<file path="src/rtl/lane_obstacle_engine_pkg.sv">
// Shared game constants: lane encoding, obstacle geometry, screen limit and the
// lane-picking LFSR parameters used by the controller, renderer and obstacle engine.
package lane_obstacle_engine_pkg;

   localparam int          LANE_COUNT    = 3;
   localparam logic [1:0]  NO_LANE       = 2'd3;
   localparam logic [1:0]  LANE3_MAP     = 2'd1;
   localparam int          OBSTACLE_H    = 40;
   localparam int          SCREEN_HEIGHT = 480;
   localparam logic [15:0] LFSR_SEED     = 16'hACE1;
   localparam logic [15:0] LFSR_TAPS     = 16'hB400;

   typedef logic [1:0] lane_t;

   // Raw LFSR bits only give four codes; the spare code folds onto the middle lane.
   function automatic lane_t map_lane(input logic [1:0] raw);
      return (raw == NO_LANE) ? LANE3_MAP : raw;
   endfunction

endpackage

</file>
<file path="src/rtl/lane_obstacle_engine_lfsr16.sv">
// 16-bit Galois LFSR, free-running from reset; a non-zero seed keeps it off the all-zero lockup state.
module lfsr16
   import lane_obstacle_engine_pkg::*;
(
   input  logic        Clock,
   input  logic        Resetn,
   output logic [15:0] value
);

   always_ff @(posedge Clock) begin
      if (!Resetn)
         value <= LFSR_SEED;
      else
         value <= (value >> 1) ^ (value[0] ? LFSR_TAPS : 16'h0000);
   end

endmodule

</file>
<file path="src/rtl/lane_obstacle_engine.sv">
// Falling-obstacle engine: timed spawn and movement of a fixed pool of slots,
// plus a registered player-overlap flag for the game controller.
module lane_obstacle_engine
   import lane_obstacle_engine_pkg::*;
#(
   parameter int NUM_SLOTS = 4,
   parameter int MOVE_DIV  = 500000,
   parameter int SPAWN_DIV = 50000000,
   parameter int STEP      = 4,
   parameter int SCREEN_H  = SCREEN_HEIGHT,
   parameter int PLAYER_Y  = 400,
   parameter int PLAYER_H  = 40
)
(
   input  logic                   Clock,
   input  logic                   Resetn,
   input  logic                   enable,
   input  logic                   clear,
   input  logic [1:0]             player_lane,
   output logic                   collision,
   output logic [NUM_SLOTS-1:0]   obj_active,
   output logic [2*NUM_SLOTS-1:0] obj_lane,
   output logic [9*NUM_SLOTS-1:0] obj_y
);

   localparam int MW = (MOVE_DIV  > 1) ? $clog2(MOVE_DIV)  : 1;
   localparam int SW = (SPAWN_DIV > 1) ? $clog2(SPAWN_DIV) : 1;

   logic [MW-1:0]        move_cnt;
   logic [SW-1:0]        spawn_cnt;
   logic                 move_tick;
   logic                 spawn_tick;
   logic [15:0]          lfsr_value;
   logic                 unused_lfsr;
   logic [NUM_SLOTS-1:0] spawn_sel;
   logic [NUM_SLOTS-1:0] hit;

   lfsr16 u_lfsr (
      .Clock  (Clock),
      .Resetn (Resetn),
      .value  (lfsr_value)
   );

   assign unused_lfsr = ^lfsr_value[15:2];

   assign move_tick  = enable && (move_cnt  == MW'(MOVE_DIV - 1));
   assign spawn_tick = enable && (spawn_cnt == SW'(SPAWN_DIV - 1));

   always_ff @(posedge Clock) begin
      if (!Resetn || clear) begin
         move_cnt  <= '0;
         spawn_cnt <= '0;
      end else if (enable) begin
         move_cnt  <= move_tick  ? '0 : move_cnt  + 1'b1;
         spawn_cnt <= spawn_tick ? '0 : spawn_cnt + 1'b1;
      end
   end

   // Picks from the pre-edge active flags, so a slot retiring this cycle is not refilled until the next spawn.
   always_comb begin
      spawn_sel = '0;
      for (int i = NUM_SLOTS - 1; i >= 0; i--) begin
         if (!obj_active[i]) begin
            spawn_sel    = '0;
            spawn_sel[i] = 1'b1;
         end
      end
   end

   for (genvar g = 0; g < NUM_SLOTS; g++) begin : g_slot
      logic       act;
      lane_t      lane;
      logic [8:0] y;
      logic [9:0] next_y;

      assign next_y = {1'b0, y} + 10'(STEP);
      assign hit[g] = act && (player_lane != NO_LANE) && (lane == player_lane)
                      && (({1'b0, y} + 10'(OBSTACLE_H)) > 10'(PLAYER_Y))
                      && ({1'b0, y} < 10'(PLAYER_Y + PLAYER_H));

      // On retirement y keeps its last on-screen value; only the active flag drops.
      always_ff @(posedge Clock) begin
         if (!Resetn) begin
            act  <= 1'b0;
            lane <= '0;
            y    <= '0;
         end else if (clear) begin
            act <= 1'b0;
         end else if (spawn_tick && spawn_sel[g]) begin
            act  <= 1'b1;
            lane <= map_lane(lfsr_value[1:0]);
            y    <= '0;
         end else if (move_tick && act) begin
            if (next_y >= 10'(SCREEN_H))
               act <= 1'b0;
            else
               y <= next_y[8:0];
         end
      end

      assign obj_active[g]      = act;
      assign obj_lane[2*g +: 2] = lane;
      assign obj_y[9*g +: 9]    = y;
   end

   always_ff @(posedge Clock) begin
      if (!Resetn || clear)
         collision <= 1'b0;
      else
         collision <= |hit;
   end

endmodule
</file>
<file path="config.mk">
export PLATFORM = sky130hd
export DESIGN_NAME = lane_obstacle_engine
export DESIGN_NICKNAME = d
export VERILOG_FILES = /design/src/rtl/lane_obstacle_engine_pkg.sv /design/src/rtl/lane_obstacle_engine_lfsr16.sv /design/src/rtl/lane_obstacle_engine.sv
export SDC_FILE = /design/constraint.sdc
export NUM_CORES = 1
export LEC_CHECK = 0
export CAP_MARGIN = 0
export CELL_PAD_IN_SITES_DETAIL_PLACEMENT = 0
export CELL_PAD_IN_SITES_GLOBAL_PLACEMENT = 1
export CORE_AREA = 5 5 123 125
export CTS_BUF_LIST = sky130_fd_sc_hd__clkbuf_8
export DETAILED_ROUTE_END_ITERATION = 10
export DIE_AREA = 0 0 128 130
export GPL_ROUTABILITY_DRIVEN = 0
export MAX_ROUTING_LAYER = met4
export PLACE_DENSITY_LB_ADDON = 0.1
export SETUP_SLACK_MARGIN = 0.1
export SLEW_MARGIN = 30
export SYNTH_ARGS = -nofsm -noshare
export SYNTH_HDL_FRONTEND = slang
export SYNTH_SLANG_ARGS = --single-unit
</file>
<file path="constraint.sdc">
create_clock -name Clock -period 1.96 [get_ports Clock]
set_input_delay 0.49 -clock Clock [delete_from_list [all_inputs] [get_ports Clock]]
set_output_delay 0.49 -clock Clock [all_outputs]
set_load 0.02 [all_outputs]
</file>
==> run metrics, run 1 <==
final period utilization 101.3%; internal power 2696 uW; Ports 55; Avg Vias per Cell 5.287; Seq cells post-synth 102; Pwr Density 472.3 nW/um^2; fmax 503.9 MHz; Final Power 3609 uW; startpoint types flip-flop; sequential share of the synthesized area 37.64%; drt pass-1 iters 4; largest net degree at the start of global routing 39; Post-Syn Area 5425 um^2; CTS tree yes; DP Worst Slack -0.6270 ns; DRT Wirelength 14900 um; mean routed wirelength per cell 15.38 um; number of global-route vias before repair 4840; Hold Path Class reg2reg; CTS sink count 102; CP Max Fanout 5; clock share of power 36.0%; Flop pwr share 58.3%; worst setup margin -0.02460 ns; HP Start u_lfsr.value[8]; Setup crit end g_slot[2].y[3]; global-route wire length before repair 23980 um; root buf cell clkbuf_8; core area 13770 um^2; All-Layer GR Usage 18.29%; Peak VDD IR 420.7 uV; Synth top cells by count 102 x dfxtp_1, 68 x nor2_1, 50 x nand2_1; number of CTS-inserted buffers 9; placed insts 938; DR vias 5123; PortBufs 46; # nets final 804; final hold slack 0.4189 ns; Area Overhead vs Synth 40.87%; CTS max path bufs 2; Reg2Reg Setup Slack -0.02 ns; die area 16640 um^2; Pins Over Slew Limit 0; synth top area cells dfxtp_1 38%, xor2_1 5.5%, nor2_1 4.7%; asr flop ratio synth 0%; WP data arrival 2.28 ns; status complete, but fails checks; clock skew 0.008983 ns; failing checks setup timing; WP data required 2.25 ns; Finished Layout Cells 969; crit path time final 1.985 ns; Rows 43; gate count of the mapped netlist 641; CTS Hold Bufs 0; Hold Violations, Final 0; grt total ovfl 0; Remaining DRCs 0; endpoints failing setup 5; ant diodes 0; Setup CP Type reg2reg; Die H 130 um; Routed Antenna Nets 0; Critical Path Start move_cnt[9]; switching share of power 25.31%; switching pwr 913.4 uW; Layout fillers 1292; RR Startpoint move_cnt[9]; Clock transition at path regs 0.10 ns; Yosys top cell area share 37.64%; reg2reg end g_slot[2].y[3]; combinational fraction of design power 5.7%; dominant synthesized flop cell dfxtp_1; final core occ 55.49%; Yosys Warn Count 0; DPL Wire Length 10720 um; synthesized area per cell 8.464 um^2; storage element area 2087 um^2; Multi-input gate area 3623 um^2; initial cell density of the core 39.39%; H-Tree Depth 3; Iteration-0 DRC Markers 335; total of max-cap violations 0; post-synthesis cell type count 71; die width 128 um; Yosys top cell by area dfxtp_1; initial antenna violation count 0; R2R depth 5; clock latency on the worst-skew pair 0.39 ns; Lkg Pwr 0.003038 uW; most frequent cell after synthesis dfxtp_1; RSZ-0062 raised after global routing yes; CP endpoint kind flip-flop; share of cells above drive strength 1 32.07%; EDFF count, synth 0
-- sequential cells by signal, indices dropped and copies added, names as in the netlist --
name	cells
u_lfsr.value	16
g_slot.y	28
spawn_cnt	26
g_slot.act	4
collision	1
move_cnt	19
g_slot.lane	8
-- layout by cell type, fill, tap and decap left out, types with 5 or more instances in the layout --
| master | netlist | layout |
|---|---|---|
| o21ai_1 | 0 | 7 |
| dfxtp_1 | 102 | 70 |
| nand3b_1 | 6 | 6 |
| nand2b_1 | 26 | 23 |
| clkbuf_8 | 0 | 10 |
| conb_1 | 1 | 8 |
| nor2b_1 | 5 | 5 |
| nand4_1 | 25 | 25 |
| dfxtp_2 | 0 | 30 |
| a21oi_1 | 19 | 14 |
| buf_4 | 12 | 101 |
| buf_6 | 0 | 15 |
| nor2_1 | 68 | 52 |
| xor2_1 | 34 | 34 |
| nand3_2 | 0 | 7 |
| inv_1 | 18 | 16 |
| nor4_1 | 8 | 6 |
| ha_1 | 14 | 7 |
| nand2_1 | 50 | 47 |
| dlygate4sd2_1 | 0 | 42 |
| o21ai_0 | 16 | 6 |
| and3_1 | 12 | 12 |
| a21oi_2 | 0 | 5 |
| nor3_1 | 12 | 10 |
| nor2_4 | 0 | 15 |
| a31oi_1 | 5 | 5 |
| mux2i_1 | 11 | 11 |
| xnor2_1 | 18 | 18 |
| o211ai_1 | 5 | 5 |
| or3_1 | 7 | 7 |
| and2_1 | 13 | 11 |
| nand3_1 | 39 | 30 |
-- worst max-delay path, cell delays in order, from the launching register on --
cell     delay (ns)
dfxtp_2        0.35
nor4b_4        0.30
nand4_1        0.23
or4_4          0.55
or2_4          0.27
o32ai_2        0.19
-- what timing repair did --
action	4_1_cts	5_1_grt
endpoints found under the setup margin	122	67
setup buffers	9	6
gates resized for setup	94	95
gates cloned	0	3
pin swaps	30	47
-- routing by layer --
layer | track usage [%] | vias up | part of all wire, %
li1 | - | 2562 | -
met1 | 23.95 | 2473 | 46
met2 | 28.80 | 77 | 49
met3 | 2.620 | 11 | 3.4
met4 | 6.866 | 0 | 1.5
met5 | - | - | 0
-- power by group through the flow --
stage	sequential [uW]	clock (uW)	combinational, uW
final	2100	1300	205
after global routing	2110	1450	222
after CTS	2110	1370	175
after detailed placement	2160	0	172
after global placement	2150	0	170
after floorplan	2150	0	108
-- layout make-up --
class                   count  share of cell area [%]
clock buffers              10                   1.801
clock inverters             6                  0.6876
inverters                  19                  0.9332
multi-input cells         485                   47.41
flip-flops and latches    102                   27.31
well taps                 180                   2.947
repair buffers            167                   18.91
-- how the worst min path moves through the flow --
stage	slack [ns]	end	cells after the start
global placement	0.39	u_lfsr.value[7]	1
floorplan	0.39	u_lfsr.value[11]	1
detailed placement	0.39	u_lfsr.value[7]	1
finish	0.42	u_lfsr.value[7]	1
global route	0.45	u_lfsr.value[5]	1
CTS	0.42	u_lfsr.value[7]	1
-- through the flow --
stage / setup TNS, ns / cell area [um^2]
after floorplan: -1.586 / 5508
after CTS: -0.2096 / 7203
after global placement: -36.87 / 6805
after detailed placement: -39.82 / 6805
after global routing: -1.296 / 7642
final: -0.1101 / 7642
-- cells by family (layout without fill, tap and decap cells) --
logic type               Yosys count  count (layout)  share of synthesized area (%)
AND/OR/NAND/NOR                  302             302                          30.47
flip-flops                       102             102                          37.64
AO/OA/AOI/OAI                     97              97                          12.87
buffers and inverters             61             202                          5.097
XOR/XNOR                          52              52                          8.395
adder cells (fa/ha/maj)           14              14                          3.229
multiplexers                      12              12                          2.237
other                              1               8                        0.06912
Note: power is estimated with default switching activity, not from simulation.
==> run 2: changes to the inputs <==
- REMOVE_ABC_BUFFERS: not set -> 1
==> run metrics, run 2 (same netlist as run 1, synthesis figures left out) <==
drt pass-1 iters 4 (unchanged); clock skew 0.01354 ns (+0.004556 ns); Lkg Pwr 0.003139 uW (+3.3%); largest net degree at the start of global routing 39 (unchanged); initial antenna violation count 0 (unchanged); Pwr Density 456.0 nW/um^2 (-3.4%); CTS Hold Bufs 0 (unchanged); switching share of power 25.86% (+0.56 points); Multi-input gate area 3711 um^2 (+2.4%); DRT Wirelength 15370 um (+3.1%); fmax 492.3 MHz (-2.3%); storage element area 2074 um^2 (-0.60%); Hold Violations, Final 0 (unchanged); Setup CP Type reg2reg; biggest regs g_slot.y x28, spawn_cnt x26, move_cnt x19; final core occ 57.12% (+1.6 points); Post-DP Area 6930 um^2 (+1.8%); initial cell density of the core 39.39% (unchanged); ant diodes 0 (unchanged); Rows 43 (unchanged); startpoint types flip-flop; CTS tree yes; Iteration-0 DRC Markers 319 (-4.8%); Clock transition at path regs 0.11 ns (about the same); failing checks setup timing; global-route wire length before repair 24770 um (+3.3%); All-Layer GR Usage 18.74% (+0.44 points); Pins Over Slew Limit 0 (unchanged); die width 128 um (unchanged); final period utilization 103.6% (+2.4 points); Peak VDD IR 375.5 uV (-11%); WP data arrival 2.33 ns (+0.05 ns); most common cell after layout, fill and taps aside buf_4; Largest Register g_slot.y; most frequent cells in the layout 123 x buf_4, 78 x dfxtp_1, 49 x nand2_1, 49 x nor2_1, 43 x dlygate4sd2_1; Die H 130 um (unchanged); crit path time final 2.031 ns (+0.04673 ns); internal power 2660 uW (-1.3%); worst setup margin -0.07133 ns (-0.04673 ns); RSZ-0062 raised after global routing yes; number of global-route vias before repair 5094 (+5.2%); placed insts 960 (+2.3%); CTS max path bufs 2 (unchanged); mean routed wirelength per cell 15.52 um (+0.94%); Flop pwr share 58.7% (+0.4 points); Hold Path Class reg2reg; endpoints failing setup 10 (+5); die area 16640 um^2 (unchanged); grt total ovfl 0 (unchanged); root buf cell clkbuf_8; DR vias 5219 (+1.9%); share of cells above drive strength 1 34.32% (+2.3 points); switching pwr 927.9 uW (+1.6%); WP data required 2.26 ns (about the same); CTS sink count 102 (unchanged); Remaining DRCs 0 (unchanged); H-Tree Depth 3 (unchanged); final instance area 7868 um^2 (+2.9%); combinational fraction of design power 6.0% (+0.3 points); number of CTS-inserted buffers 9 (unchanged); # nets final 825 (+2.6%); PortBufs 46 (unchanged); CP endpoint kind flip-flop; Ports 55 (unchanged); Avg Vias per Cell 5.272 (-0.29%); clock share of power 35.4% (-0.6 points); Finished Layout Cells 990 (+2.2%); CP Max Fanout 4 (-1); status complete, but fails checks; number of flip-flops under the largest register name 28 (unchanged); Routed Antenna Nets 0 (unchanged); total of max-cap violations 0 (unchanged); Layout fillers 1295 (+0.23%); DPL Wire Length 10870 um (+1.4%); clock latency on the worst-skew pair 0.38 ns (about the same); core area 13770 um^2 (unchanged); Area Overhead vs Synth 45.02%
==> run 2: cell count changes in the layout (fill, tap and decap cells not counted), sizes merged <==
cell,change
clkinvlp,+1
clkinv,+1
dlygate4sd2,+1
buf,+21
clkbuf,-1
inv,-1
dlymetal6s2s,-2
clkdlybuf4s50,+1
==> run 2: power by group through the flow <==
stage | clock (uW) | sequential, uW | combinational [uW]
global route | 1410 | 2110 | 232
CTS | 1320 | 2110 | 178
floorplan | 0 | 2150 | 72.3
global placement | 0 | 2150 | 171
detailed placement | 0 | 2160 | 174
finish | 1270 | 2110 | 214
==> run 2: final cells by class <==
| type | count | area share, % |
|---|---|---|
| timing repair buffer | 188 | 20.36 |
| inverter | 19 | 0.9383 |
| sequential | 102 | 26.37 |
| multi-input combinational | 485 | 47.17 |
| tap | 180 | 2.863 |
| clock inverter | 7 | 0.7316 |
| clock buffer | 9 | 1.574 |
==> run 2: worst paths after layout <==
kind	start	endpoint	slack, ns	depth (start not counted)
worst min register to register	u_lfsr.value[8]	u_lfsr.value[7]	0.42	1
worst max register to register	move_cnt[14]	g_slot[2].y[3]	-0.07	7
worst max-delay path	move_cnt[14]	g_slot[2].y[3]	-0.07	7
worst min-delay path	u_lfsr.value[8]	u_lfsr.value[7]	0.42	1
==> run 2: critical path: stages (launching register included) <==
cell and delay [ns]:
dfxtp_2 0.35, nor4bb_4 0.27, buf_4 0.15, nand4_1 0.08, buf_4 0.17, or4_4 0.45, or2_4 0.28, o32ai_2 0.21
==> run 2: metal layers <==
layer | vias to the layer above | part of all wire (%) | GRT usage (%) | wire length (um)
li1 | 2616 | - | - | -
met1 | 2497 | 45 | 23.79 | 6985
met2 | 87 | 50 | 31.21 | 7626
met3 | 19 | 3.4 | 2.579 | 525
met4 | 0 | 1.5 | 5.618 | 229
met5 | - | 0 | - | 0
==> run 2: through the flow <==
stage | worst slack (ns) | power, uW | setup TNS, ns | hold WS, ns
global placement | -0.7153 | 2325 | -35.75 | 0.3914
detailed placement | -0.6736 | 2330 | -38.06 | 0.3972
floorplan | -0.2036 | 2225 | -5.292 | 0.3863
global route | -0.1702 | 3755 | -3.477 | 0.4493
CTS | -0.05590 | 3605 | -0.3368 | 0.4224
finish | -0.07133 | 3588 | -0.2883 | 0.4222
==> run 2: timing repair <==
item,4_1_cts,5_1_grt
pin swaps,13,57
buffers inserted,2,9
endpoints found under the setup margin,109,69
endpoints found under the hold margin,0,0
gates cloned,0,4
resized for setup,94,124
